===== config.mk =====
export PLATFORM = sky130hd
export DESIGN_NAME = ps2_host_tx
export DESIGN_NICKNAME = d
export VERILOG_FILES = /design/src/rtl/ps2_pkg.sv /design/src/rtl/ps2_sync_edge.sv /design/src/rtl/ps2_host_tx.sv
export SDC_FILE = /design/constraint.sdc
export NUM_CORES = 1
export LEC_CHECK = 0
export CORE_MARGIN = 4
export CORE_UTILIZATION = 44
export CTS_CLUSTER_DIAMETER = 30
export CTS_CLUSTER_SIZE = 20
export DETAILED_ROUTE_END_ITERATION = 12
export GPL_ROUTABILITY_DRIVEN = 0
export PLACE_DENSITY = 0.62
export SLEW_MARGIN = 40
export SYNTH_ARGS = -nofsm -noshare
export SYNTH_HDL_FRONTEND = slang
export SYNTH_SLANG_ARGS = --single-unit

===== constraint.sdc =====
create_clock -name clock -period 2.3 [get_ports clock]
set_input_delay 0.575 -clock clock [delete_from_list [all_inputs] [get_ports clock]]
set_output_delay 0.575 -clock clock [all_outputs]
set_load 0.005 [all_outputs]

===== src/rtl/ps2_pkg.sv =====
// Shared PS/2 definitions: host-transmit states, frame layout and keyboard command bytes.
package ps2_pkg;

  localparam int unsigned PS2_FRAME_BITS = 11;
  localparam int unsigned PS2_DATA_BITS  = 8;

  localparam logic [7:0] PS2_CMD_SET_LED = 8'hED;
  localparam logic [7:0] PS2_CMD_ENABLE  = 8'hF4;
  localparam logic [7:0] PS2_CMD_RESET   = 8'hFF;

  typedef enum logic [2:0] {
    ST_IDLE,
    ST_INHIBIT,
    ST_START,
    ST_SEND,
    ST_ACK,
    ST_WAIT_IDLE
  } ps2_tx_state_t;

  typedef struct packed {
    logic                     parity;
    logic [PS2_DATA_BITS-1:0] data;
  } ps2_frame_t;

  // Latched command byte with its odd-parity bit.
  function automatic ps2_frame_t ps2_make_frame(input logic [PS2_DATA_BITS-1:0] data);
    ps2_frame_t frame;
    frame.parity = ~^data;
    frame.data   = data;
    return frame;
  endfunction

  // Bit put on the line after falling edge idx: data LSB first, parity, then stop (always 1).
  function automatic logic ps2_frame_bit(input ps2_frame_t frame, input logic [3:0] idx);
    logic bit_v;
    if (idx < 4'(PS2_DATA_BITS)) begin
      bit_v = frame.data[idx[2:0]];
    end else if (idx == 4'(PS2_DATA_BITS)) begin
      bit_v = frame.parity;
    end else begin
      bit_v = 1'b1;
    end
    return bit_v;
  endfunction

endpackage


===== src/rtl/ps2_sync_edge.sv =====
// Two-flop synchronizer for PS/2 pad inputs plus a falling-edge strobe per bit.
module ps2_sync_edge
  import ps2_pkg::*;
#(
  parameter int unsigned WIDTH = 1
) (
  input  logic             clk_i,
  input  logic             rst_n_i,
  input  logic [WIDTH-1:0] async_i,
  output logic [WIDTH-1:0] sync_o,
  output logic [WIDTH-1:0] fall_c_o
);

  logic [WIDTH-1:0] meta_q;
  logic [WIDTH-1:0] sync_q;
  logic [WIDTH-1:0] prev_q;

  // Reset to the idle-high bus level so leaving reset never looks like an edge.
  always_ff @(posedge clk_i or negedge rst_n_i) begin
    if (!rst_n_i) begin
      meta_q <= '1;
      sync_q <= '1;
      prev_q <= '1;
    end else begin
      meta_q <= async_i;
      sync_q <= meta_q;
      prev_q <= sync_q;
    end
  end

  assign sync_o   = sync_q;
  assign fall_c_o = prev_q & ~sync_q;

endmodule


===== src/rtl/ps2_host_tx.sv =====
// PS/2 host-to-device command transmitter: request-to-send, 11-bit frame, ACK check and timeout.
module ps2_host_tx
  import ps2_pkg::*;
#(
  parameter int unsigned INHIBIT_CYCLES = 10000,
  parameter int unsigned TIMEOUT_CYCLES = 2000000
) (
  input  logic       clock,
  input  logic       reset_n,
  input  logic       ps2_clock_i,
  input  logic       ps2_data_i,
  output logic       ps2_clock_oe,
  output logic       ps2_data_oe,
  input  logic [7:0] tx_data,
  input  logic       tx_valid,
  output logic       tx_ready,
  output logic       busy,
  output logic       done,
  output logic       error
);

  localparam int unsigned CNT_MAX = (INHIBIT_CYCLES > TIMEOUT_CYCLES) ? INHIBIT_CYCLES
                                                                      : TIMEOUT_CYCLES;
  localparam int unsigned CNT_W   = $clog2(CNT_MAX + 1);
  localparam int unsigned BIT_W   = 4;
  localparam logic [BIT_W-1:0] LAST_BIT = BIT_W'(PS2_FRAME_BITS - 2);

  logic [1:0] pad_sync;
  logic [1:0] pad_fall;
  logic       clk_sync;
  logic       data_sync;
  logic       clk_fall;
  logic       unused_data_fall;

  ps2_sync_edge #(
    .WIDTH (2)
  ) u_sync (
    .clk_i    (clock),
    .rst_n_i  (reset_n),
    .async_i  ({ps2_data_i, ps2_clock_i}),
    .sync_o   (pad_sync),
    .fall_c_o (pad_fall)
  );

  assign clk_sync         = pad_sync[0];
  assign data_sync        = pad_sync[1];
  assign clk_fall         = pad_fall[0];
  assign unused_data_fall = pad_fall[1];

  ps2_tx_state_t    state_q, state_d;
  ps2_frame_t       frame_q, frame_d;
  logic [CNT_W-1:0] cnt_q, cnt_d;
  logic [BIT_W-1:0] bit_q, bit_d;
  logic             ack_q, ack_d;
  logic             clock_oe_q, clock_oe_d;
  logic             data_oe_q, data_oe_d;
  logic             tx_ready_q, tx_ready_d;
  logic             busy_q, busy_d;
  logic             done_q, done_d;
  logic             error_q, error_d;
  logic             in_frame_c;
  logic             timeout_c;

  // cnt_q times the inhibit phase, then restarts at START as the transaction timeout.
  assign in_frame_c = (state_q == ST_SEND) || (state_q == ST_ACK) || (state_q == ST_WAIT_IDLE);
  assign timeout_c  = (cnt_q == CNT_W'(TIMEOUT_CYCLES - 1));

  always_comb begin
    state_d    = state_q;
    frame_d    = frame_q;
    cnt_d      = cnt_q;
    bit_d      = bit_q;
    ack_d      = ack_q;
    clock_oe_d = clock_oe_q;
    data_oe_d  = data_oe_q;
    tx_ready_d = tx_ready_q;
    busy_d     = busy_q;
    done_d     = 1'b0;
    error_d    = 1'b0;

    unique case (state_q)
      ST_IDLE: begin
        if (tx_valid && tx_ready_q) begin
          frame_d    = ps2_make_frame(tx_data);
          state_d    = ST_INHIBIT;
          cnt_d      = '0;
          bit_d      = '0;
          clock_oe_d = 1'b1;
          data_oe_d  = 1'b0;
          tx_ready_d = 1'b0;
          busy_d     = 1'b1;
        end
      end
      ST_INHIBIT: begin
        if (cnt_q == CNT_W'(INHIBIT_CYCLES - 1)) begin
          state_d   = ST_START;
          data_oe_d = 1'b1;
          cnt_d     = '0;
        end else begin
          cnt_d = cnt_q + CNT_W'(1);
        end
      end
      ST_START: begin
        state_d    = ST_SEND;
        clock_oe_d = 1'b0;
        cnt_d      = cnt_q + CNT_W'(1);
      end
      ST_SEND: begin
        cnt_d = cnt_q + CNT_W'(1);
        if (clk_fall) begin
          data_oe_d = ~ps2_frame_bit(frame_q, bit_q);
          if (bit_q == LAST_BIT) begin
            state_d = ST_ACK;
            bit_d   = '0;
          end else begin
            bit_d = bit_q + BIT_W'(1);
          end
        end
      end
      ST_ACK: begin
        cnt_d = cnt_q + CNT_W'(1);
        if (clk_fall) begin
          ack_d   = ~data_sync;
          state_d = ST_WAIT_IDLE;
        end
      end
      ST_WAIT_IDLE: begin
        cnt_d = cnt_q + CNT_W'(1);
        if (clk_sync && data_sync) begin
          state_d    = ST_IDLE;
          cnt_d      = '0;
          clock_oe_d = 1'b0;
          data_oe_d  = 1'b0;
          tx_ready_d = 1'b1;
          busy_d     = 1'b0;
          done_d     = ack_q;
          error_d    = ~ack_q;
        end
      end
      default: begin
        state_d    = ST_IDLE;
        cnt_d      = '0;
        clock_oe_d = 1'b0;
        data_oe_d  = 1'b0;
        tx_ready_d = 1'b1;
        busy_d     = 1'b0;
      end
    endcase

    // Timeout wins over any normal completion in the same cycle.
    if (in_frame_c && timeout_c) begin
      state_d    = ST_IDLE;
      cnt_d      = '0;
      bit_d      = '0;
      clock_oe_d = 1'b0;
      data_oe_d  = 1'b0;
      tx_ready_d = 1'b1;
      busy_d     = 1'b0;
      done_d     = 1'b0;
      error_d    = 1'b1;
    end
  end

  always_ff @(posedge clock or negedge reset_n) begin
    if (!reset_n) begin
      state_q    <= ST_IDLE;
      frame_q    <= '0;
      cnt_q      <= '0;
      bit_q      <= '0;
      ack_q      <= 1'b0;
      clock_oe_q <= 1'b0;
      data_oe_q  <= 1'b0;
      tx_ready_q <= 1'b1;
      busy_q     <= 1'b0;
      done_q     <= 1'b0;
      error_q    <= 1'b0;
    end else begin
      state_q    <= state_d;
      frame_q    <= frame_d;
      cnt_q      <= cnt_d;
      bit_q      <= bit_d;
      ack_q      <= ack_d;
      clock_oe_q <= clock_oe_d;
      data_oe_q  <= data_oe_d;
      tx_ready_q <= tx_ready_d;
      busy_q     <= busy_d;
      done_q     <= done_d;
      error_q    <= error_d;
    end
  end

  assign ps2_clock_oe = clock_oe_q;
  assign ps2_data_oe  = data_oe_q;
  assign tx_ready     = tx_ready_q;
  assign busy         = busy_q;
  assign done         = done_q;
  assign error        = error_q;

endmodule


==> results.sh <==
export IMPL_run_status="completed"
export IMPL_area_growth_pct=17.8
export IMPL_drt_initial_drc_count=93
export IMPL_hold_slack_ns=0.213
export IMPL_synth_edf_count=0
export IMPL_r2r_cells=8
export IMPL_numCtsBuffers=5
export IMPL_seq_area_frac_synth_pct=45.9
export IMPL_grt_use_total_pct=17.6
export IMPL_clk_path_buf_depth=2
export IMPL_wirelength_mm=6.08
export IMPL_die_width_um=86.1
export IMPL_synth_nets=293
export IMPL_die_area_um2=7420
export IMPL_wl_per_cell_um=15.7
export IMPL_worstHoldPathType="in -> async"
export IMPL_hpwl_mm=4.44
export IMPL_synth_top_area_share_pct=40.1
export IMPL_r2r_end="cnt_q[8]"
export IMPL_crit_reg2reg_launch="cnt_q[0]"
export IMPL_avgSynthCellArea_um2=9.63
export IMPL_crit_arrival_ns=2.43
export IMPL_synthCells=279
export IMPL_hold_violations=0
export IMPL_coreArea_um2=5920
export IMPL_worstPathRequired_ns=2.52
export IMPL_nFillCells=532
export IMPL_post_route_min_period_ns=2.21
export IMPL_skew_ns=0.00742
export IMPL_syn_area_um2=2690
export IMPL_multi_input_area_um2=1380
export IMPL_vdd_drop_max_uv=464
export IMPL_synth_ff_type="dfrtp_1"
export IMPL_ant_nets=0
export IMPL_synthTopCellsByArea="dfrtp_1 (40%), dfstp_2 (5.9%), a21oi_1 (4.1%), nand3_1 (3.9%), mux2_2 (3.8%)"
export IMPL_initial_core_util_pct=45.4
export IMPL_fmax_mhz=452
export IMPL_htreeDepth=2
export IMPL_clk_pin_slew_worst_paths_ns=0.10
export IMPL_synth_cell_type_count=57
export IMPL_endpoint="cnt_q[8]"
export IMPL_slew_headroom_pct=66.2
export IMPL_worstSetupStartpoint="cnt_q[0]"
export IMPL_cap_violations=0
export IMPL_end_kind="flop"
export IMPL_final_setup_viol_count=0
export IMPL_layout_commonest_cell="dfrtp_1"
export IMPL_ys_seq_elements=49
export IMPL_firstDrtPassIters=4
export IMPL_io_buffers=18
export IMPL_final_cell_mix="dfrtp_1 (43), nand2_1 (26), a21oi_1 (22)"
export IMPL_placed_cells=379
export IMPL_leakagePower_uw=0.00131
export IMPL_diodes=0
export IMPL_async_flop_share_pct=100
export IMPL_ctsHoldBuffers=0
export IMPL_critPathKind="reg -> reg"
export IMPL_cts_sinks=49
export IMPL_crit_fanout=6
export IMPL_regArea_um2=1230
export IMPL_cts_tree="built"
export IMPL_grt_pass1_vias=2174
export IMPL_grt_pass1_wl_mm=10.4
export IMPL_drive_gt1_share_pct=18.6
export IMPL_cts_root_buf="clkbuf_8"
export IMPL_power_density_nw_per_um2=923
export IMPL_postCtsSetupBuffers=0
export IMPL_vias=2186
export IMPL_met2_length_mm=2.68
export IMPL_start_kind="flop"
export IMPL_wl_met1_mm=3.10
export IMPL_rows=28
export IMPL_synth_top_cell_by_area="dfrtp_1"
export IMPL_die_h_um=86.1
export IMPL_period_share_pct=96.1
export IMPL_via_per_inst=5.65
export IMPL_clk_latency_ns=0.32
export IMPL_ys_warn_count=0
export IMPL_postLayoutCoreUtil_pct=53.5
export IMPL_wl_met3_um=186
export IMPL_dr_max_layer_used="met4"
export IMPL_route_detailed_drc=0
export IMPL_layout_nets=325
export IMPL_final_cells=387
export IMPL_finalMaxSlewViolations=0
export IMPL_io_pins=19
export IMPL_overflow=0
export IMPL_grt_max_degree=30
export IMPL_reg2reg_setup_slack_ns=0.09
export IMPL_worst_pin_slew_ns=0.507
export IMPL_antenna_found_initial=0
export IMPL_rsz0062_at_grt="yes"
==> sequential cells by signal (all words and copies together) (netlist names), 2 cells and up <==
register       flops
bit_q              4
cnt_q             21
frame_q            9
state_q            3
u_sync.meta_q      2
u_sync.sync_o      2
==> layer usage <==
metal	vias up	GRT usage, %
met5	-	0
met1	1050	25.8
met2	32	25.9
met4	0	6.33
li1	1091	-
met3	13	3.27
==> worst max-delay path, stage by stage (launching register included) <==
cell,delay (ns)
dfrtp_1,0.41
ha_1,0.23
nand4b_1,0.13
or4b_1,0.58
o21ai_4,0.22
nand2b_4,0.20
buf_4,0.15
nor3b_1,0.05
a21o_1,0.15
==> power by group <==
part / leakage, uW / switching, uW / internal [uW]
Sequential: 0.000632 / 137 / 1050
Combinational: 0.000626 / 591 / 581
Clock: 0.0000495 / 334 / 227
Total: 0.00131 / 1060 / 1860
==> cell type report <==
type | instances | area share, %
Clock buffer | 5 | 2.17
Clock inverter | 3 | 0.830
Inverter | 6 | 0.711
Multi-Input combinational cell | 210 | 43.4
Sequential cell | 49 | 39.0
Tap cell | 75 | 2.96
Timing Repair Buffer | 39 | 10.9
==> stage by stage <==
step / cell area, um^2 / TNS [ns] / setup WS (ns) / total power [uW]
floorplan: 2690 / 0 / 0.141 / 1920
global placement: 3050 / 0 / 0.113 / 2340
finish: 3170 / 0 / 0.0899 / 2920
CTS: 3150 / 0 / 0.0302 / 2920
global route: 3170 / -0.0336 / -0.0257 / 3120
detailed placement: 3050 / 0 / 0.0416 / 2360
==> worst min-delay path by stage <==
stage	slack, ns	start	endpoint	cells past startpoint
global route	0.26	reset_n	cnt_q[2]	1
detailed placement	0.35	u_sync.meta_q[1]	u_sync.sync_o[1]	0
finish	0.21	reset_n	cnt_q[10]	1
CTS	0.23	reset_n	cnt_q[17]	1
floorplan	0.28	reset_n	ack_q	0
global placement	0.35	u_sync.meta_q[0]	u_sync.sync_o[0]	0
==> cell usage after synthesis (4+ instances only) <==
| master | number |
|---|---|
| dfrtp_1 | 43 |
| inv_1 | 6 |
| nand3_1 | 21 |
| dfstp_2 | 6 |
| o21ai_0 | 13 |
| or3_1 | 4 |
| mux2_2 | 9 |
| a21oi_1 | 22 |
| clkbuf_1 | 7 |
| a21o_1 | 7 |
| nand2_1 | 26 |
| xnor2_1 | 10 |
| nor2_1 | 16 |
| a31oi_1 | 4 |
| nor3_1 | 11 |
| o21ai_1 | 4 |
| buf_2 | 5 |
==> cells by family (layout without fill, tap and decap cells) <==
logic type	after synthesis	count (layout)	synth area share, %
AO/OA/AOI/OAI	66	66	15.3
XOR/XNOR	11	11	3.59
adder cells (fa/ha/maj)	1	1	0.466
buffers and inverters	20	53	3.59
flip-flops	49	49	45.9
multiplexers	13	13	6.19
AND/OR/NAND/NOR	119	119	25.0
==> repair_timing <==
item / 4_1_cts / 5_1_grt
endpoints found under the setup margin: 0 / 16
endpoints found under the hold margin: 0 / 0
gates resized for setup: 0 / 4
Note: power is estimated with default switching activity, not from simulation.
